File: src/rtl/rs232_txn_ctrl_pkg.sv
// Shared definitions for the RS232 command/response transaction controller.
// Holds state encodings, parameter defaults and the response length limit.
package rs232_txn_ctrl_pkg;

   typedef enum logic [2:0] {
      ST_IDLE    = 3'd0,
      ST_SEND    = 3'd1,
      ST_WAIT_TX = 3'd2,
      ST_RECV    = 3'd3,
      ST_DONE    = 3'd4,
      ST_FAIL    = 3'd5
   } txn_state_t;

   localparam int TIMEOUT_CYCLES_DEFAULT = 100000;
   localparam int MAX_RETRY_DEFAULT      = 3;
   localparam int MAX_RSP_LEN            = 4;
   localparam int TMO_CNT_W              = 27;

   // Lengths above the limit are treated as the limit, never as an error.
   function automatic logic [2:0] clamp_rsp_len(input logic [2:0] len);
      return (len > 3'(MAX_RSP_LEN)) ? 3'(MAX_RSP_LEN) : len;
   endfunction

endpackage

File: src/rtl/rs232_txn_ctrl_rx_timeout.sv
// Inter-byte receive timeout: down-counter reloaded on restart or while
// disabled, saturating at zero; expired is the terminal-count compare.
module rs232_rx_timeout
   import rs232_txn_ctrl_pkg::*;
#(
   parameter int TIMEOUT_CYCLES = TIMEOUT_CYCLES_DEFAULT
) (
   input  logic clk_ref,
   input  logic rst_n,
   input  logic restart,
   input  logic enable,
   output logic expired
);

   localparam logic [TMO_CNT_W-1:0] TC_LOAD = TMO_CNT_W'(TIMEOUT_CYCLES - 1);

   logic [TMO_CNT_W-1:0] cnt;

   // Loaded value means zero cycles elapsed; terminal count is reached
   // TIMEOUT_CYCLES-1 cycles after the last restart or enable.
   always_ff @(posedge clk_ref or negedge rst_n) begin
      if (!rst_n) begin
         cnt <= TC_LOAD;
      end else if (restart || !enable) begin
         cnt <= TC_LOAD;
      end else if (cnt != '0) begin
         cnt <= cnt - TMO_CNT_W'(1);
      end
   end

   assign expired = enable && (cnt == '0);

endmodule

File: src/rtl/rs232_txn_ctrl.sv
// RS232 transaction controller: sends one command byte, collects up to four
// response bytes, and re-sends the command on an inter-byte timeout.
//
// state      | meaning
// -----------+------------------------------------------------------------
// ST_IDLE    | ready for a request; rsp_data / retry_cnt hold last result
// ST_SEND    | wait for transmitter idle, then strobe the command byte
// ST_WAIT_TX | wait for the command byte to leave the transmitter
// ST_RECV    | shift in response bytes, watch the inter-byte timeout
// ST_DONE    | one-cycle rsp_valid pulse
// ST_FAIL    | one-cycle rsp_error pulse
module rs232_txn_ctrl
   import rs232_txn_ctrl_pkg::*;
#(
   parameter int TIMEOUT_CYCLES = TIMEOUT_CYCLES_DEFAULT,
   parameter int MAX_RETRY      = MAX_RETRY_DEFAULT
) (
   input  logic        clk_ref,
   input  logic        rst_n,
   input  logic        req_valid,
   output logic        req_ready,
   input  logic [7:0]  req_cmd,
   input  logic [2:0]  req_rsp_len,
   output logic [7:0]  tx_data,
   output logic        tx_start,
   input  logic        tx_busy,
   input  logic [7:0]  rx_data,
   input  logic        rx_valid,
   output logic [31:0] rsp_data,
   output logic        rsp_valid,
   output logic        rsp_error,
   output logic [1:0]  retry_cnt
);

   localparam logic [1:0] MAX_RETRY_L = 2'(MAX_RETRY);

   txn_state_t state;
   logic [7:0] cmd_q;
   logic [2:0] len_q;
   logic [2:0] byte_cnt;
   logic       tx_first;
   logic       tmo_expired;
   logic       in_recv;

   assign in_recv = (state == ST_RECV);

   rs232_rx_timeout #(
      .TIMEOUT_CYCLES (TIMEOUT_CYCLES)
   ) u_rx_timeout (
      .clk_ref (clk_ref),
      .rst_n   (rst_n),
      .restart (in_recv && rx_valid),
      .enable  (in_recv),
      .expired (tmo_expired)
   );

   always_ff @(posedge clk_ref or negedge rst_n) begin
      if (!rst_n) begin
         state     <= ST_IDLE;
         req_ready <= 1'b1;
         tx_data   <= 8'h00;
         tx_start  <= 1'b0;
         rsp_data  <= 32'h0;
         rsp_valid <= 1'b0;
         rsp_error <= 1'b0;
         retry_cnt <= 2'd0;
         cmd_q     <= 8'h00;
         len_q     <= 3'd0;
         byte_cnt  <= 3'd0;
         tx_first  <= 1'b0;
      end else begin
         tx_start  <= 1'b0;
         rsp_valid <= 1'b0;
         rsp_error <= 1'b0;
         case (state)
            ST_IDLE: begin
               if (req_valid) begin
                  cmd_q     <= req_cmd;
                  len_q     <= clamp_rsp_len(req_rsp_len);
                  rsp_data  <= 32'h0;
                  byte_cnt  <= 3'd0;
                  retry_cnt <= 2'd0;
                  req_ready <= 1'b0;
                  state     <= ST_SEND;
               end
            end
            ST_SEND: begin
               if (!tx_busy) begin
                  tx_start <= 1'b1;
                  tx_data  <= cmd_q;
                  tx_first <= 1'b1;
                  state    <= ST_WAIT_TX;
               end
            end
            ST_WAIT_TX: begin
               // tx_busy only rises one cycle after the strobe, so the first
               // cycle here says nothing about the transmitter.
               if (tx_first) begin
                  tx_first <= 1'b0;
               end else if (!tx_busy) begin
                  if (len_q == 3'd0) begin
                     rsp_valid <= 1'b1;
                     state     <= ST_DONE;
                  end else begin
                     state <= ST_RECV;
                  end
               end
            end
            ST_RECV: begin
               // A byte arriving on the timeout cycle takes priority.
               if (rx_valid) begin
                  rsp_data <= {rsp_data[23:0], rx_data};
                  byte_cnt <= byte_cnt + 3'd1;
                  if (byte_cnt + 3'd1 == len_q) begin
                     rsp_valid <= 1'b1;
                     state     <= ST_DONE;
                  end
               end else if (tmo_expired) begin
                  if (retry_cnt < MAX_RETRY_L) begin
                     retry_cnt <= retry_cnt + 2'd1;
                     rsp_data  <= 32'h0;
                     byte_cnt  <= 3'd0;
                     state     <= ST_SEND;
                  end else begin
                     rsp_error <= 1'b1;
                     state     <= ST_FAIL;
                  end
               end
            end
            ST_DONE, ST_FAIL: begin
               req_ready <= 1'b1;
               state     <= ST_IDLE;
            end
            default: begin
               req_ready <= 1'b1;
               state     <= ST_IDLE;
            end
         endcase
      end
   end

endmodule
File: config.mk
export PLATFORM = sky130hd
export DESIGN_NAME = rs232_txn_ctrl
export DESIGN_NICKNAME = d
export VERILOG_FILES = /design/src/rtl/rs232_txn_ctrl_pkg.sv /design/src/rtl/rs232_txn_ctrl_rx_timeout.sv /design/src/rtl/rs232_txn_ctrl.sv
export SDC_FILE = /design/constraint.sdc
export NUM_CORES = 1
export LEC_CHECK = 0
export CAP_MARGIN = 15
export CELL_PAD_IN_SITES_DETAIL_PLACEMENT = 2
export CELL_PAD_IN_SITES_GLOBAL_PLACEMENT = 2
export CORE_ASPECT_RATIO = 0.7
export CORE_MARGIN = 3
export CORE_UTILIZATION = 31
export CTS_CLUSTER_SIZE = 28
export DETAILED_ROUTE_END_ITERATION = 8
export GPL_ROUTABILITY_DRIVEN = 0
export GPL_TIMING_DRIVEN = 0
export PLACE_DENSITY = 0.74
export SETUP_SLACK_MARGIN = 0.5
export SLEW_MARGIN = 30
export SYNTH_ARGS = -nofsm -noshare
export SYNTH_HDL_FRONTEND = slang
export SYNTH_SLANG_ARGS = --single-unit
export TNS_END_PERCENT = 5
File: constraint.sdc
create_clock -name clk_ref -period 2.16 [get_ports clk_ref]
set_input_delay 0.432 -clock clk_ref [delete_from_list [all_inputs] [get_ports clk_ref]]
set_output_delay 0.432 -clock clk_ref [all_outputs]
set_load 0.005 [all_outputs]
### Word-level counts from Yosys, hierarchy flattened

Cells that the tools add are included.

* add/subtract/negate cells: 3
* magnitude comparators: 2
* eq/ne operators: 14
* multiplexer cells: 44
* bitwise logic cells: 2
* reduce and logical (&&, ||, !) cells: 19

Operators by type and width (count)
* $mux W32: 4
* $pmux W32 S2: 1
* $mux W27: 2
* $mux W3: 14
* $logic_not A27 Y1: 1
* $reduce_bool A27 Y1: 1
* $sub A27 B1 Y27 const B: 1
* $mux W1: 13
* $ne A2 B2 Y1 const B: 6
* $pmux W3 S4: 1
* $mux W2: 4
* $reduce_and A2 Y1: 4
* $eq A3 B2 Y1 const B: 2
* $logic_not A3 Y1: 2
* $ne A3 B2 Y1 const B: 2
* $pmux W1 S2: 3
* $pmux W3 S2: 1
* $reduce_and A6 Y1: 1
* $reduce_bool A2 Y1: 3
* $reduce_and A5 Y1: 1
* $pmux W2 S2: 1
* $reduce_and A4 Y1: 1
* $add A3 B1 Y3 const B: 1
* $eq A3 B1 Y1 const B: 1
* 11 further kinds: 13

* register bits: 91
* word-level logic and storage cells: 97

### Depth between registers and ports, before layout

* depth in word-level cells: 5
* gate-level depth with buffers: 10

### Cells and area by module

A second synthesis with hierarchy kept.

* cell total of the unflattened synthesis: 355
* area, all modules: 4187.8 µm²

Modules (own cells, without submodules)
* rs232_txn_ctrl: instances 1, cells each 194, area an instance 2630.0 µm², sequential area each 1602.8 µm²
* rs232_rx_timeout: instances 1, cells each 161, area an instance 1557.7 µm², sequential area each 688.2 µm²

### Least setup slack after synthesis

OpenSTA, ideal clock, no wires.

* kind: register to register
* start: register u_rx_timeout.cnt[0]
* end: register rsp_data[16]
* setup time: 0.121 ns
* arrival time: 2.263 ns
* required time: 2.039 ns
* path slack: -0.224 ns
* stages on the path, launching flop included: 11
* period minus slack after synthesis: 2.384 ns
* cell sequence: dfstp_2 inv_1 ha_1 or4b_4 buf_6 nor4_4 nand4_1 a21o_1 buf_2 buf_6 a22o_1

* longest elaborated chain between the ends: 4

Ends and longest elaborated chain
* from (decl): RTL line rs232_txn_ctrl_rx_timeout.sv:17 `logic [TMO_CNT_W-1:0] cnt;`
* from (signal assigned): RTL line rs232_txn_ctrl_rx_timeout.sv:27 `cnt <= cnt - TMO_CNT_W'(1);`
* $logic_not A27 Y1: RTL line rs232_txn_ctrl_rx_timeout.sv:31 `assign expired = enable && (cnt == '0);`
* $logic_and A1 B1 Y1: RTL line rs232_txn_ctrl_rx_timeout.sv:31
* $ne A3 B3 Y1 (no line)
* $reduce_and A4 Y1 (no line)
* to (signal assigned): RTL line rs232_txn_ctrl.sv:112 `rsp_data <= {rsp_data[23:0], rx_data};`
* to (decl): RTL line rs232_txn_ctrl.sv:29 `output logic [31:0] rsp_data,`

Every way passes these cells.
A chain may end at the register's enable or synchronous reset.

### Worst setup path after layout

* start: register u_rx_timeout.cnt[1]
* end: register u_rx_timeout.cnt[15]

* longest elaborated chain between the ends: 3

Ends and longest elaborated chain
* $sub A27 B1 Y27: RTL line rs232_txn_ctrl_rx_timeout.sv:27
* $mux W27: RTL line rs232_txn_ctrl_rx_timeout.sv:26 `end else if (cnt != '0) begin`
* $mux W27: RTL line rs232_txn_ctrl_rx_timeout.sv:24 `end else if (restart || !enable) begin`

Several ways; a longest one is shown, not always the timed one. The select of a mux whose other input is x is not followed.

==> tab_implementation.tex <==
\begin{tabular}{lr}
\hline
Metric & Value \\
\hline
\multicolumn{2}{l}{\textbf{Die}} \\
\quad Count of standard-cell rows & 34 \\
\quad Floorplan die width & 144 µm \\
\quad I/O pin total & 70 \\
\quad Vertical extent of the die & 103 µm \\
\quad Area of the placeable core & between 10000 and 15000 µm² \\
\quad Effective utilization at floorplan & 0.325 \\
\quad Die area & approximately 15000 µm² \\
\multicolumn{2}{l}{\textbf{Min path}} \\
\quad Beginning of the worst hold path & cmd\_q[7] \\
\quad Cell count of the worst hold path & 2 \\
\quad Hold crit path type & reg2reg \\
\multicolumn{2}{l}{\textbf{STA}} \\
\quad Peak clock frequency supported by timing & 0.410 GHz \\
\quad Fin worst setup slack & -277 ps \\
\quad Period utilization & 1.13 \\
\quad Slew HR & 0.447 \\
\quad Final Hold Slack & 478 ps \\
\quad Worst slew pin tran & around 800 ps \\
\quad Fin. max-slew vios & 0 \\
\quad Final Hold Fails & 0 \\
\quad Clock skew after layout & 8.39 ps \\
\quad Time the final worst path needs with I/O delays and setup & 2440 ps \\
\quad Number of setup violations in the final report & between 50 and 60 \\
\quad Setup repair after global routing missed its margin & yes \\
\multicolumn{2}{l}{\textbf{Yosys}} \\
\quad Post-synth EDFFs & 0 \\
\quad Synth Warn \# & 0 \\
\quad Share of synthesized flip-flops with an asynchronous set or reset & 1.00 \\
\quad Yosys cell types & between 50 and 60 \\
\quad Summed instance area of the synthesized netlist & approximately 4100 µm² \\
\quad FF+latch count, synth & 91 \\
\quad Most instantiated flip-flop cell in the synthesis netlist & sky130\_fd\_sc\_hd\_\_dfrtp\_1 \\
\quad Sequential share of the synthesized area & 0.552 \\
\quad Post-synthesis net count & 394 \\
\quad Syn Inst Count & 367 \\
\quad Synthesized area per cell & around 11 µm² \\
\multicolumn{2}{l}{\textbf{Drt}} \\
\quad Remaining number of nets flagged by the antenna check after routing & 0 \\
\quad Number of remaining DRC errors & 0 \\
\quad Vias after detailed routing & approximately 3400 \\
\quad Wire length after detailed routing & 13900 µm \\
\quad Violation count after the first detailed-route iteration & 177 \\
\quad Post-DR vias/cell & approximately 5.4 \\
\quad WL/cell & 21.8 µm \\
\quad First drt pass iteration count & 4 \\
\multicolumn{2}{l}{\textbf{Setup path}} \\
\quad Ordered list of cells on the worst path & inv\_2, ha\_4, or4b\_4, buf\_8, or4\_4, buf\_12, o211ai\_4, buf\_4, o31ai\_1, nand3\_1 \\
\quad Critical path peak fanout & 10 \\
\quad Buf/Inv on CP & 4 \\
\quad Top cell family by delay on the critical path & simple AND/OR/NAND/NOR gates \\
\quad Origin of the worst setup path & u\_rx\_timeout.cnt[1] \\
\quad Length in cells of the worst reg-to-reg path & 10 \\
\quad Path length in cells of the critical path & 10 \\
\quad Internal reg-to-reg setup slack & -280 ps \\
\quad Sort of element at the start of the critical path & flop \\
\quad Slowest stage cell, crit path & sky130\_fd\_sc\_hd\_\_or4b\_4 \\
\quad Critical path data arrival time & about 2700 ps \\
\quad Largest stage delay on the critical path & 460 ps \\
\quad Crit path kind & reg2reg \\
\quad Worst reg2reg path startpoint & u\_rx\_timeout.cnt[1] \\
\quad Type of element capturing the critical path & flop \\
\quad Endpoint required time on the critical path & 2440 ps \\
\multicolumn{2}{l}{\textbf{Run status}} \\
\quad Result of the run & finished with violations \\
\quad Failing checks & setup timing \\
\multicolumn{2}{l}{\textbf{CTS}} \\
\quad Num CTS Buffers & 9 \\
\quad H-tree levels & 3 \\
\quad TritonCTS clock tree & done \\
\quad CTS Root Buffer Type & sky130\_fd\_sc\_hd\_\_clkbuf\_16 \\
\quad Worst-skew pair later-pin latency & 340 ps \\
\quad Clock transition at the registers of the reported paths & roughly 70 ps \\
\quad Max Root-Sink Buffers & 2 \\
\quad Number of clock sinks & 91 \\
\multicolumn{2}{l}{\textbf{Run}} \\
\quad Max-cap violations & 0 \\
\multicolumn{2}{l}{\textbf{Final layout}} \\
\quad Commonest cells after routing, fill and taps aside & 79 x sky130\_fd\_sc\_hd\_\_dfrtp\_1, 39 x sky130\_fd\_sc\_hd\_\_nand2\_1, 33 x sky130\_fd\_sc\_hd\_\_a22o\_1 \\
\quad Most common cell after layout, fill and taps aside & sky130\_fd\_sc\_hd\_\_dfrtp\_1 \\
\quad Fillers & 1268 \\
\quad Final-stage net count & 499 \\
\quad Number of diodes added for antenna fixing & 0 \\
\quad Area added between synthesis and finish & 43.5\% \\
\quad Fraction of layout instances using a drive strength above 1 & 0.288 \\
\quad Final core utilization & 0.467 \\
\multicolumn{2}{l}{\textbf{Global routing}} \\
\quad Total gr overflow & 0 \\
\quad Via count of the first global-routing pass & 3673 \\
\quad Overall Global Routing Usage & 0.183 \\
\quad Number of antenna violations at the first check in global routing & 0 \\
\quad Wire length of the first global-routing pass & 20900 µm \\
\quad Largest net degree at the start of global routing & 64 \\
\multicolumn{2}{l}{\textbf{Power and ir drop}} \\
\quad Clk pwr share & 0.250 \\
\quad Switching Share & 0.342 \\
\quad Int Power & 4.52 mW \\
\quad Net switching power of the design & 2.34 mW \\
\quad Peak VDD IR & 0.498 mV \\
\quad Proportion of power drawn by flip-flops and latches & 0.353 \\
\quad Reported leakage power & 2.85 nW \\
\quad Combinational fraction of design power & 0.397 \\
\quad Power density over cell area & approximately 1200 nW/µm² \\
\multicolumn{2}{l}{\textbf{Placed design}} \\
\quad Total of buffers placed on input and output ports & 69 \\
\quad Placed wire-length estimate after detailed placement & 8950 µm \\
\hline
\end{tabular}
-- final timing paths --
check / endpoint
setup / recovery: u_rx_timeout.cnt[15]
hold / removal: cmd_q[7]
setup reg to reg: u_rx_timeout.cnt[15]
hold reg to reg: cmd_q[7]
max in group asynchronous: u_rx_timeout.cnt[1]
min in group asynchronous: u_rx_timeout.cnt[6]
-- Yosys cell counts (4+ instances only) --
cell | count | area [µm²]
sky130_fd_sc_hd__dfstp_2 | 11 | 289
sky130_fd_sc_hd__o211ai_1 | 6 | 45.0
sky130_fd_sc_hd__nand2_1 | 51 | 191
sky130_fd_sc_hd__a21oi_1 | 6 | 30.0
sky130_fd_sc_hd__nor2_1 | 19 | 71.3
sky130_fd_sc_hd__xor2_1 | 5 | 43.8
sky130_fd_sc_hd__or3_1 | 12 | 75.1
sky130_fd_sc_hd__buf_6 | 5 | 56.3
sky130_fd_sc_hd__o21ai_1 | 7 | 35.0
sky130_fd_sc_hd__nor3_1 | 5 | 25.0
sky130_fd_sc_hd__o21ai_0 | 8 | 40.0
sky130_fd_sc_hd__or4_1 | 9 | 67.6
sky130_fd_sc_hd__nor3_2 | 4 | 40.0
sky130_fd_sc_hd__mux2_2 | 9 | 101
sky130_fd_sc_hd__a22o_1 | 34 | 298
sky130_fd_sc_hd__inv_1 | 4 | 15.0
sky130_fd_sc_hd__nand3_1 | 9 | 45.0
sky130_fd_sc_hd__dfrtp_1 | 80 | 2000
sky130_fd_sc_hd__clkbuf_1 | 13 | 48.8
sky130_fd_sc_hd__xnor2_1 | 8 | 70.1
sky130_fd_sc_hd__nor4_1 | 6 | 37.5
-- per-layer routing --
layer  part of all wire  GRT usage  up-vias  wire length, µm
met5                  0          0        -                0
met4             0.0076     0.0430        0              106
met3              0.040     0.0348       11              552
met2               0.48      0.286       68             6630
met1               0.48      0.264     1817             6600
li1                   -          -     1547                -
-- flip-flops by register name, summed over array words and instances, names as in the netlist, 2 cells and up --
signal and cells:
byte_cnt 3, state 3, tx_data 8, u_rx_timeout.cnt 27
cmd_q 8, rsp_data 32, len_q 3, retry_cnt 2
-- metrics by stage --
step / cell area (µm²) / power, mW / setup WS [ps] / setup TNS (ps) / instances
2_1_floorplan: 4180 / 3.53 / -86.8 / -332 / 367
3_3_place_gp: 5070 / 4.48 / -2850 / -268600 / 598
3_5_place_dp: 5100 / 4.60 / -471 / -27330 / 599
4_1_cts: 5630 / 6.41 / -236 / -9870 / 627
5_1_grt: 5960 / 7.28 / -351 / -16330 / 638
6_report: 5960 / 6.86 / -277 / -9240 / 638
-- kinds of logic (layout without fill, tap and decap cells) --
family / Yosys count / in the layout / share of synthesized area
compound gates: 84 / 84 / 0.157
xor+xnor: 14 / 14 / 0.0329
fa+ha+maj: 3 / 3 / 0.00905
buf+inv: 27 / 136 / 0.0353
flops: 91 / 91 / 0.552
mux: 9 / 9 / 0.0244
simple gates: 139 / 139 / 0.189
-- tightest hold or removal path, delay by kind of cell (launching register included) --
family	cells	cell delay [ps]
AND/OR/NAND/NOR	2	110
flip-flops	1	340
-- power by group through the flow --
stage	Combinational, mW	Clock [mW]	Sequential [mW]
floorplan	1.16	0	2.38
detailed placement	2.18	0	2.42
global route	2.95	1.84	2.49
CTS	2.28	1.75	2.39
finish	2.72	1.71	2.43
global placement	2.08	0	2.40
-- layout make-up --
| cell class | count | area (µm²) | share of cell area |
|---|---|---|---|
| sequential | 91 | 2290 | 0.385 |
| multi-input combinational | 249 | 1950 | 0.327 |
| timing repair buffer | 94 | 946 | 0.159 |
| buffer | 23 | 235 | 0.0395 |
| clock buffer | 9 | 225 | 0.0378 |
| tap | 162 | 203 | 0.0340 |
| clock inverter | 6 | 90.1 | 0.0151 |
| inverter | 4 | 15.0 | 0.00252 |
-- repair_timing --
item	4_1_cts	5_1_grt
pin swaps	13	36
resized for setup	77	61
hold buffers	1	0
setup buffers	12	8
gates cloned	0	3
hold endpoints to repair	20	0
setup endpoints to repair	120	98
No activity file was read; power rests on OpenSTA's default activity.
